## src/rtl/fifo_write_arbiter_if.sv

```systemverilog
// Bundle of requester handshakes and FIFO write-port signals shared by the arbiter.
// The slave modport is the arbiter side; master is the producer/FIFO side.
interface fifo_write_arbiter_if #(
  parameter int N_REQ      = 4,
  parameter int DATA_WIDTH = 16
);
  localparam int ID_W = $clog2(N_REQ);

  logic [N_REQ-1:0]            req_valid;
  logic [N_REQ*DATA_WIDTH-1:0] req_data;
  logic [N_REQ-1:0]            req_last;
  logic [N_REQ-1:0]            req_ready;
  logic                        fifo_full;
  logic                        fifo_we;
  logic [DATA_WIDTH-1:0]       fifo_d;
  logic [DATA_WIDTH-1:0]       fifo_mask;
  logic [ID_W-1:0]             grant_id;
  logic                        busy;

  modport master (
    output req_valid, req_data, req_last, fifo_full,
    input  req_ready, fifo_we, fifo_d, fifo_mask, grant_id, busy
  );

  modport slave (
    input  req_valid, req_data, req_last, fifo_full,
    output req_ready, fifo_we, fifo_d, fifo_mask, grant_id, busy
  );
endinterface

```

## src/rtl/fifo_write_arbiter.sv

```systemverilog
// Round-robin, burst-granular arbiter sharing one FIFO write port among N_REQ producers.
// A grant lasts until the grantee's last word or MAX_BURST words, whichever comes first.
module fifo_write_arbiter #(
  parameter int N_REQ      = 4,
  parameter int MAX_BURST  = 16,
  parameter int DATA_WIDTH = 16
) (
  input  logic                 clk,
  input  logic                 rst,
  fifo_write_arbiter_if.slave  bus
);
  localparam int ID_W  = $clog2(N_REQ);
  localparam int CNT_W = $clog2(MAX_BURST + 1);

  typedef enum logic {IDLE, GRANT} state_t;

  state_t           state_q, state_d;
  logic [ID_W-1:0]  rr_ptr_q, rr_ptr_d;
  logic [ID_W-1:0]  grant_id_q, grant_id_d;
  logic [CNT_W-1:0] beat_cnt_q, beat_cnt_d;
  logic             xfer;
  logic             burst_end;
  logic [N_REQ-1:0] ready;

  // First valid requester at or after ptr, wrapping modulo N_REQ.
  function automatic logic [ID_W-1:0] rr_pick(input logic [N_REQ-1:0] v,
                                              input logic [ID_W-1:0]  ptr);
    logic [ID_W-1:0] pick;
    logic            found;
    int              idx;
    pick  = ptr;
    found = 1'b0;
    for (int k = 0; k < N_REQ; k++) begin
      idx = (int'(ptr) + k) % N_REQ;
      if (!found && v[idx]) begin
        pick  = ID_W'(idx);
        found = 1'b1;
      end
    end
    return pick;
  endfunction

  function automatic logic [ID_W-1:0] next_id(input logic [ID_W-1:0] id);
    return (id == ID_W'(N_REQ - 1)) ? '0 : id + 1'b1;
  endfunction

  always_comb begin
    xfer      = 1'b0;
    burst_end = 1'b0;
    ready     = '0;
    if (state_q == GRANT) begin
      ready[grant_id_q] = ~bus.fifo_full;
      xfer      = bus.req_valid[grant_id_q] & ~bus.fifo_full;
      burst_end = xfer & (bus.req_last[grant_id_q] |
                          (beat_cnt_q == CNT_W'(MAX_BURST - 1)));
    end
  end

  always_comb begin
    state_d    = state_q;
    rr_ptr_d   = rr_ptr_q;
    grant_id_d = grant_id_q;
    beat_cnt_d = beat_cnt_q;
    case (state_q)
      IDLE: begin
        if (|bus.req_valid) begin
          grant_id_d = rr_pick(bus.req_valid, rr_ptr_q);
          beat_cnt_d = '0;
          state_d    = GRANT;
        end
      end
      GRANT: begin
        // A dropped valid or a full FIFO simply holds everything in place.
        if (xfer) begin
          beat_cnt_d = beat_cnt_q + 1'b1;
          if (burst_end) begin
            state_d  = IDLE;
            rr_ptr_d = next_id(grant_id_q);
          end
        end
      end
      default: state_d = IDLE;
    endcase
  end

  always_ff @(posedge clk) begin
    if (rst) begin
      state_q    <= IDLE;
      rr_ptr_q   <= '0;
      grant_id_q <= '0;
      beat_cnt_q <= '0;
    end else begin
      state_q    <= state_d;
      rr_ptr_q   <= rr_ptr_d;
      grant_id_q <= grant_id_d;
      beat_cnt_q <= beat_cnt_d;
    end
  end

  // Write path is combinational so the FIFO sees the word in the transfer cycle.
  assign bus.req_ready = ready;
  assign bus.fifo_we   = xfer;
  assign bus.fifo_d    = bus.req_data[int'(grant_id_q)*DATA_WIDTH +: DATA_WIDTH];
  assign bus.fifo_mask = '0;
  assign bus.grant_id  = grant_id_q;
  assign bus.busy      = (state_q == GRANT);
endmodule

```

## src/flat_wrapper.sv

```systemverilog
// flat-port wrapper written by rule: the top's interface ports become plain ports
module fifo_write_arbiter_flat 
#(
  parameter int N_REQ      = 4,
  parameter int MAX_BURST  = 16,
  parameter int DATA_WIDTH = 16
)
  (clk, rst, bus_req_valid, bus_req_data, bus_req_last, bus_fifo_full, bus_req_ready, bus_fifo_we, bus_fifo_d, bus_fifo_mask, bus_grant_id, bus_busy);
  fifo_write_arbiter_if #(.N_REQ(N_REQ), .DATA_WIDTH(DATA_WIDTH)) bus_i ();
  input  logic clk;
  input  logic rst;
  input wire logic [$bits(bus_i.req_valid)-1:0] bus_req_valid;
  input wire logic [$bits(bus_i.req_data)-1:0] bus_req_data;
  input wire logic [$bits(bus_i.req_last)-1:0] bus_req_last;
  input wire logic [$bits(bus_i.fifo_full)-1:0] bus_fifo_full;
  output wire logic [$bits(bus_i.req_ready)-1:0] bus_req_ready;
  output wire logic [$bits(bus_i.fifo_we)-1:0] bus_fifo_we;
  output wire logic [$bits(bus_i.fifo_d)-1:0] bus_fifo_d;
  output wire logic [$bits(bus_i.fifo_mask)-1:0] bus_fifo_mask;
  output wire logic [$bits(bus_i.grant_id)-1:0] bus_grant_id;
  output wire logic [$bits(bus_i.busy)-1:0] bus_busy;
  assign bus_i.req_valid = bus_req_valid;
  assign bus_i.req_data = bus_req_data;
  assign bus_i.req_last = bus_req_last;
  assign bus_i.fifo_full = bus_fifo_full;
  assign bus_req_ready = bus_i.req_ready;
  assign bus_fifo_we = bus_i.fifo_we;
  assign bus_fifo_d = bus_i.fifo_d;
  assign bus_fifo_mask = bus_i.fifo_mask;
  assign bus_grant_id = bus_i.grant_id;
  assign bus_busy = bus_i.busy;
  fifo_write_arbiter #(.N_REQ(N_REQ), .MAX_BURST(MAX_BURST), .DATA_WIDTH(DATA_WIDTH)) u_core (.clk(clk), .rst(rst), .bus(bus_i));
endmodule
```

## config.mk

```make
export PLATFORM = sky130hd
export DESIGN_NAME = fifo_write_arbiter_flat
export DESIGN_NICKNAME = d
export VERILOG_FILES = /design/src/rtl/fifo_write_arbiter_if.sv /design/src/rtl/fifo_write_arbiter.sv /design/src/flat_wrapper.sv
export SDC_FILE = /design/constraint.sdc
export NUM_CORES = 1
export LEC_CHECK = 0
export BUFFER_PORTS_ARGS = -buffer_cell sky130_fd_sc_hd__buf_2
export CELL_PAD_IN_SITES_DETAIL_PLACEMENT = 1
export CELL_PAD_IN_SITES_GLOBAL_PLACEMENT = 2
export CORE_AREA = 2 2 84 86
export DETAILED_ROUTE_END_ITERATION = 16
export DIE_AREA = 0 0 86 88
export PLACE_DENSITY_LB_ADDON = 0.1
export SYNTH_ARGS = -nofsm -noshare
export SYNTH_HDL_FRONTEND = slang
export SYNTH_SLANG_ARGS = --single-unit
```

## constraint.sdc

```tcl
create_clock -name clk -period 2.5 [get_ports clk]
set_clock_uncertainty 0.1 [all_clocks]
set_input_delay 0.25 -clock clk [delete_from_list [all_inputs] [get_ports clk]]
set_output_delay 0.25 -clock clk [all_outputs]
set_load 0.05 [all_outputs]
```

## Yosys cells after proc, flatten, opt, wreduce, memory -nomap -nowiden

Index checks and enable logic that the tools add are counted.

- Register bits after elaboration: 10
- Bits in latches: 0
- Memory bits (writable): 0
- Memory bits (read-only): 0
- Input port bits: 75
- Memories kept: 0

- Add/subtract/negate cells: 5
- Multiply operators: 0
- Div/mod/pow operators: 0
- $lt $le $gt $ge: 6
- Eq/ne operators: 4
- Shift operators: 1
- Mux-type cells: 40
- Bitwise gates (word level): 9
- Reductions and logical operators: 14

Operator list:

| kind | count |
|---|---|
| indexed part select 64 x 7 -> 16 bit | 1 |
| two-way mux 1 bit | 24 |
| binary-select mux 1 bit (select 2 bit) | 6 |
| less-than comparator 3 x 4 -> 1 bit (second input constant) | 3 |
| two-way mux 5 bit | 2 |
| one-hot mux 5 bit (2 select lines) | 1 |
| two-way mux 2 bit | 4 |
| less-than comparator 2 x 3 -> 1 bit (second input constant) | 2 |
| OR reduction 2 bit | 3 |
| adder 5 x 1 -> 5 bit (second input constant) | 1 |
| == test 5 x 4 -> 1 bit (second input constant) | 1 |
| adder 2 x 1 -> 2 bit (second input constant) | 2 |
| adder 2 bit (second input constant) | 2 |
| AND 4 bit | 1 |
| logical AND 1 bit | 4 |
| two-way mux 4 bit | 1 |
| AND reduction 2 bit | 2 |
| OR reduction 4 bit | 1 |
| AND 1 bit (first input constant) | 3 |
| zero test 1 bit | 3 |
| AND reduction 3 bit | 1 |
| AND 1 bit | 2 |
| demux 1 bit (select 2 bit) | 1 |
| == test 2 bit (second input constant) | 1 |
| other kinds (6) | 7 |

## Depth between registers and ports, before layout

- Depth after elaboration: 18
- Mapped depth: 6

## Worst setup path before layout

OpenSTA, ideal clock, no wires.

- Path kind: register to output
- Start: register u_core.grant_id_q[1] (netlist: u_core.bus.grant_id[1])
- End: output bus_fifo_d[10]
- Arrival time: 1859 ps
- Required time: 2150 ps
- Slack: 291 ps
- Cell stages (with the launch flop): 4
- Path buffers: 2
- Cell sequence: dfxtp_1 -> buf_2 -> buf_1 -> mux4_1

- Word-level cells in the longest chain between the ends: 1

Ends and longest elaborated chain:

| element | RTL line | source |
|---|---|---|
| from (decl) | fifo_write_arbiter.sv:19 | `logic [ID_W-1:0] grant_id_q, grant_id_d;` |
| from (signal assigned) | fifo_write_arbiter.sv:95 | `grant_id_q <= grant_id_d;` |
| indexed part select 64 x 7 -> 16 bit | fifo_write_arbiter.sv:103 | `assign bus.fifo_d = bus.req_data[int'(grant_id_q)*DATA_WIDTH +: DATA_WIDTH];` |
| to (decl) | flat_wrapper.sv:18 | `output wire logic [$bits(bus_i.fifo_d)-1:0] bus_fifo_d;` |

Every way passes these cells.

## Worst setup path after layout

- Start: register u_core.grant_id_q[0] (netlist: u_core.bus.grant_id[0])
- End: output bus_fifo_d[14]

The elaborated chain is that of the path after synthesis.

==> metrics.md <==
| Metric | Value |
|---|---|
| Crit path capture type | `output port` |
| Unique masters post-synth | `36` |
| Worst Hold Depth | `2` |
| Final Cycle Share | `87.2%` |
| RSZ-0062 raised after global routing | `no` |
| Worst setup path category | `flop to output port` |
| Post-route setup TNS | `0 ns` |
| Post-synth EDFFs | `0` |
| DP HPWL | `3.82 mm` |
| Clk_lat worst skew | `0.24 ns` |
| Die Y | `88 microns` |
| Hold path endpoint | `u_core.beat_cnt_q[1]$_SDFFE_PP0P_` |
| Syn-to-layout area delta | `47.2%` |
| Startpoint types | `flop` |
| GRT Resource Usage Total | `11.7%` |
| Nets@finish | `296` |
| Post-synthesis adder-cell area fraction | `6.15%` |
| Worst-margin pin slew | `0.634 ns` |
| Synth Area in Simple Gates | `15.8%` |
| Synthesis-stage register bit count | `10` |
| Clock Sinks | `10` |
| R2r worst-path depth | `4` |
| Ys flop type | `dfxtp_1` |
| Pins Over Slew Limit | `0` |
| Post-Syn Instances | `115` |
| Cts repair resizes | `0` |
| Combinational share of power | `54.8%` |
| # hold bufs at CTS | `0` |
| Routability cong. | `0.795` |
| Pint | `459 uW` |
| XOR/XNOR Fraction of Synth Area | `1.43%` |
| Worst min path class | `input port to flop` |
| Min Clock Period, post-route | `2.18 ns` |
| Worst Path Required | `2.15 ns` |
| Port Buffer Count | `98` |
| WP buf/inv | `3` |
| Clk network pwr share | `24.5%` |
| CTS tree | `done` |
| Starting Density | `18.4%` |
| Crit-path max cell delay | `0.52 ns` |
| Routed WL | `4.40 mm` |
| Worst r2r src | `u_core.bus.grant_id[0]$_SDFFE_PP0P_` |
| Clock buffer depth | `2` |
| R2R Path End | `u_core.rr_ptr_q[0]$_SDFFE_PP0P_` |
| Outcome | `finished clean` |
| Worst-path maximum fanout | `12` |
| Peak Freq | `459 MHz` |
| Endpoints failing setup | `0` |
| Num CTS Buffers | `3` |
| Main combinational cell family by area after synthesis | `multiplexers` |
| Part of the power in registers | `20.8%` |
| TritonRoute pass-1 iters | `3` |
| Kind of cell adding the most delay to the critical path | `buffers and inverters` |
| Min-Delay Startpoint | `rst` |
| # Post-CTS Setup Buffers | `0` |
| CP cell instances | `buf_4, buf_4, mux4_2, buf_2` |
| Row count | `30` |
| Vias | `1279` |
| CP dominant cell by count | `buf_4` |
| H-tree depth | `1` |
| Leakage | `0.863 nW` |
| Antenna violations before repair | `0` |
| Maxcap violations | `0` |
| Asr flop ratio synth | `0%` |
| Commonest cells after routing, fill and taps aside | `buf_2, conb_1, mux4_2, dfxtp_1, mux4_1` |
| Slack of the critical path | `0.320 ns` |
| GR Overflow Total | `0` |
| Switching Share | `46.3%` |
| Antenna-violating nets left | `0` |
| Mux contribution to synthesized area | `37.7%` |
| ANT cells | `0` |
| Vias/cell | `4.35` |
| Rel. slew slack | `56.6%` |
| Share of cells above drive strength 1 | `56.5%` |
| Commonest non-fill, non-tap cell in the layout | `buf_2` |
| Power Density | `476 nW/um^2` |
| Initial drt markers | `13` |
| Worst reg2reg setup slack | `0.62 ns` |
| WL/cell | `15.0 microns` |
| Die X | `86 microns` |
| Largest net degree at the start of global routing | `16` |
| Synth Warn # | `0` |
| Fin. Hold Viols | `0` |
| Full die area | `7570 sq um` |
| Pre-CTS setup slack | `0.545 ns` |
| Drt drc | `0` |
| CORE AREA | `6640 sq um` |
| Seq/Total Area, Yosys | `16.4%` |
| Global-route wire length before repair | `7.04 mm` |
| Vias in the first global route | `1350` |
| Synthesized area per cell | `10.6 sq um` |
| Clock slew at reported path FFs | `0.05 ns` |
| Syn Std Cell Area | `1220 sq um` |
| Fill cells | `811` |
| IO Pins | `115` |
| Compound-cell area share of the yosys netlist | `7.68%` |
| Peak supply drop | `0.000154 V` |
| Crit-path slowest cell | `mux4_2` |
| Sw power | `396 uW` |
| Critical path data arrival time | `1.83 ns` |
| Root Buffer | `clkbuf_8` |
power by group through the flow:
stage | sequential, mW | combinational (mW) | clock, mW
global route | 0.180 | 0.500 | 0.225
CTS | 0.178 | 0.476 | 0.213
detailed placement | 0.181 | 0.475 | 0
finish | 0.178 | 0.469 | 0.209
global placement | 0.181 | 0.468 | 0
floorplan | 0.199 | 0.349 | 0
metrics by stage:
step                      hold slack, ns  power, mW  instances  area [sq um]  utilization [%]
after global placement             0.353      0.649        290          1740             26.2
after detailed placement           0.373      0.656        290          1740             26.2
after CTS                          0.267      0.867        294          1800             27.1
after floorplan                    0.326      0.548        130          1280                -
final                              0.256      0.855        294          1800             27.1
after global routing               0.291      0.904        294          1800             27.1
metal layers:
| metal | GRT usage (%) | share of wire [%] | vias up |
|---|---|---|---|
| met3 | 1.98 | 8.3 | 2 |
| met1 | 13.8 | 38 | 614 |
| li1 | - | - | 604 |
| met5 | 0 | 0 | - |
| met4 | 2.16 | 0.57 | 0 |
| met2 | 22.3 | 53 | 59 |
sequential cells by signal (all words and copies together) (netlist names):
name,flops
u_core.bus.grant_id,2
u_core.bus.busy,1
u_core.rr_ptr_q,2
u_core.beat_cnt_q,5
cells in the mapped netlist (2+ instances only):
cell type / n / area (sq um)
a21oi_1: 6 / 30.0
and2_1: 4 / 25.0
and3_1: 2 / 12.5
buf_4: 17 / 128
clkbuf_1: 2 / 7.51
dfxtp_1: 10 / 200
ha_1: 6 / 75.1
inv_1: 5 / 18.8
mux4_1: 8 / 210
mux4_2: 10 / 225
nand2b_1: 3 / 18.8
nand3_1: 6 / 30.0
nor2_1: 5 / 18.8
nor2b_1: 4 / 25.0
nor3_1: 4 / 20.0
or3_1: 2 / 12.5
xor2_1: 2 / 17.5
final cells by class:
class / count / area (sq um) / share of cell area [%]
inverters: 6 / 22.5 / 1.25
flip-flops and latches: 10 / 200 / 11.1
repair buffers: 102 / 520 / 28.9
well taps: 80 / 100 / 5.57
clock buffers: 4 / 55.1 / 3.06
multi-input cells: 92 / 900 / 50.0
logic make-up after synthesis:
family	after synthesis
compound gates	13
xor+xnor	2
fa+ha+maj	6
buf+inv	28
flops	10
mux	20
other cells	1
simple gates	35
worst max path at each step:
stage	depth (start not counted)	slack (ns)	start	endpoint
global route	4	0.17	u_core.bus.grant_id[0]$_SDFFE_PP0P_	bus_fifo_d[12]
finish	4	0.32	u_core.bus.grant_id[0]$_SDFFE_PP0P_	bus_fifo_d[14]
CTS	4	0.28	u_core.bus.grant_id[0]$_SDFFE_PP0P_	bus_fifo_d[6]
detailed placement	4	0.54	u_core.bus.grant_id[0]$_SDFFE_PP0P_	bus_fifo_d[6]
floorplan	3	0.29	u_core.bus.grant_id[1]$_SDFFE_PP0P_	bus_fifo_d[10]
global placement	4	0.58	u_core.bus.grant_id[0]$_SDFFE_PP0P_	bus_fifo_d[15]
No activity file was read; power rests on OpenSTA's default activity.
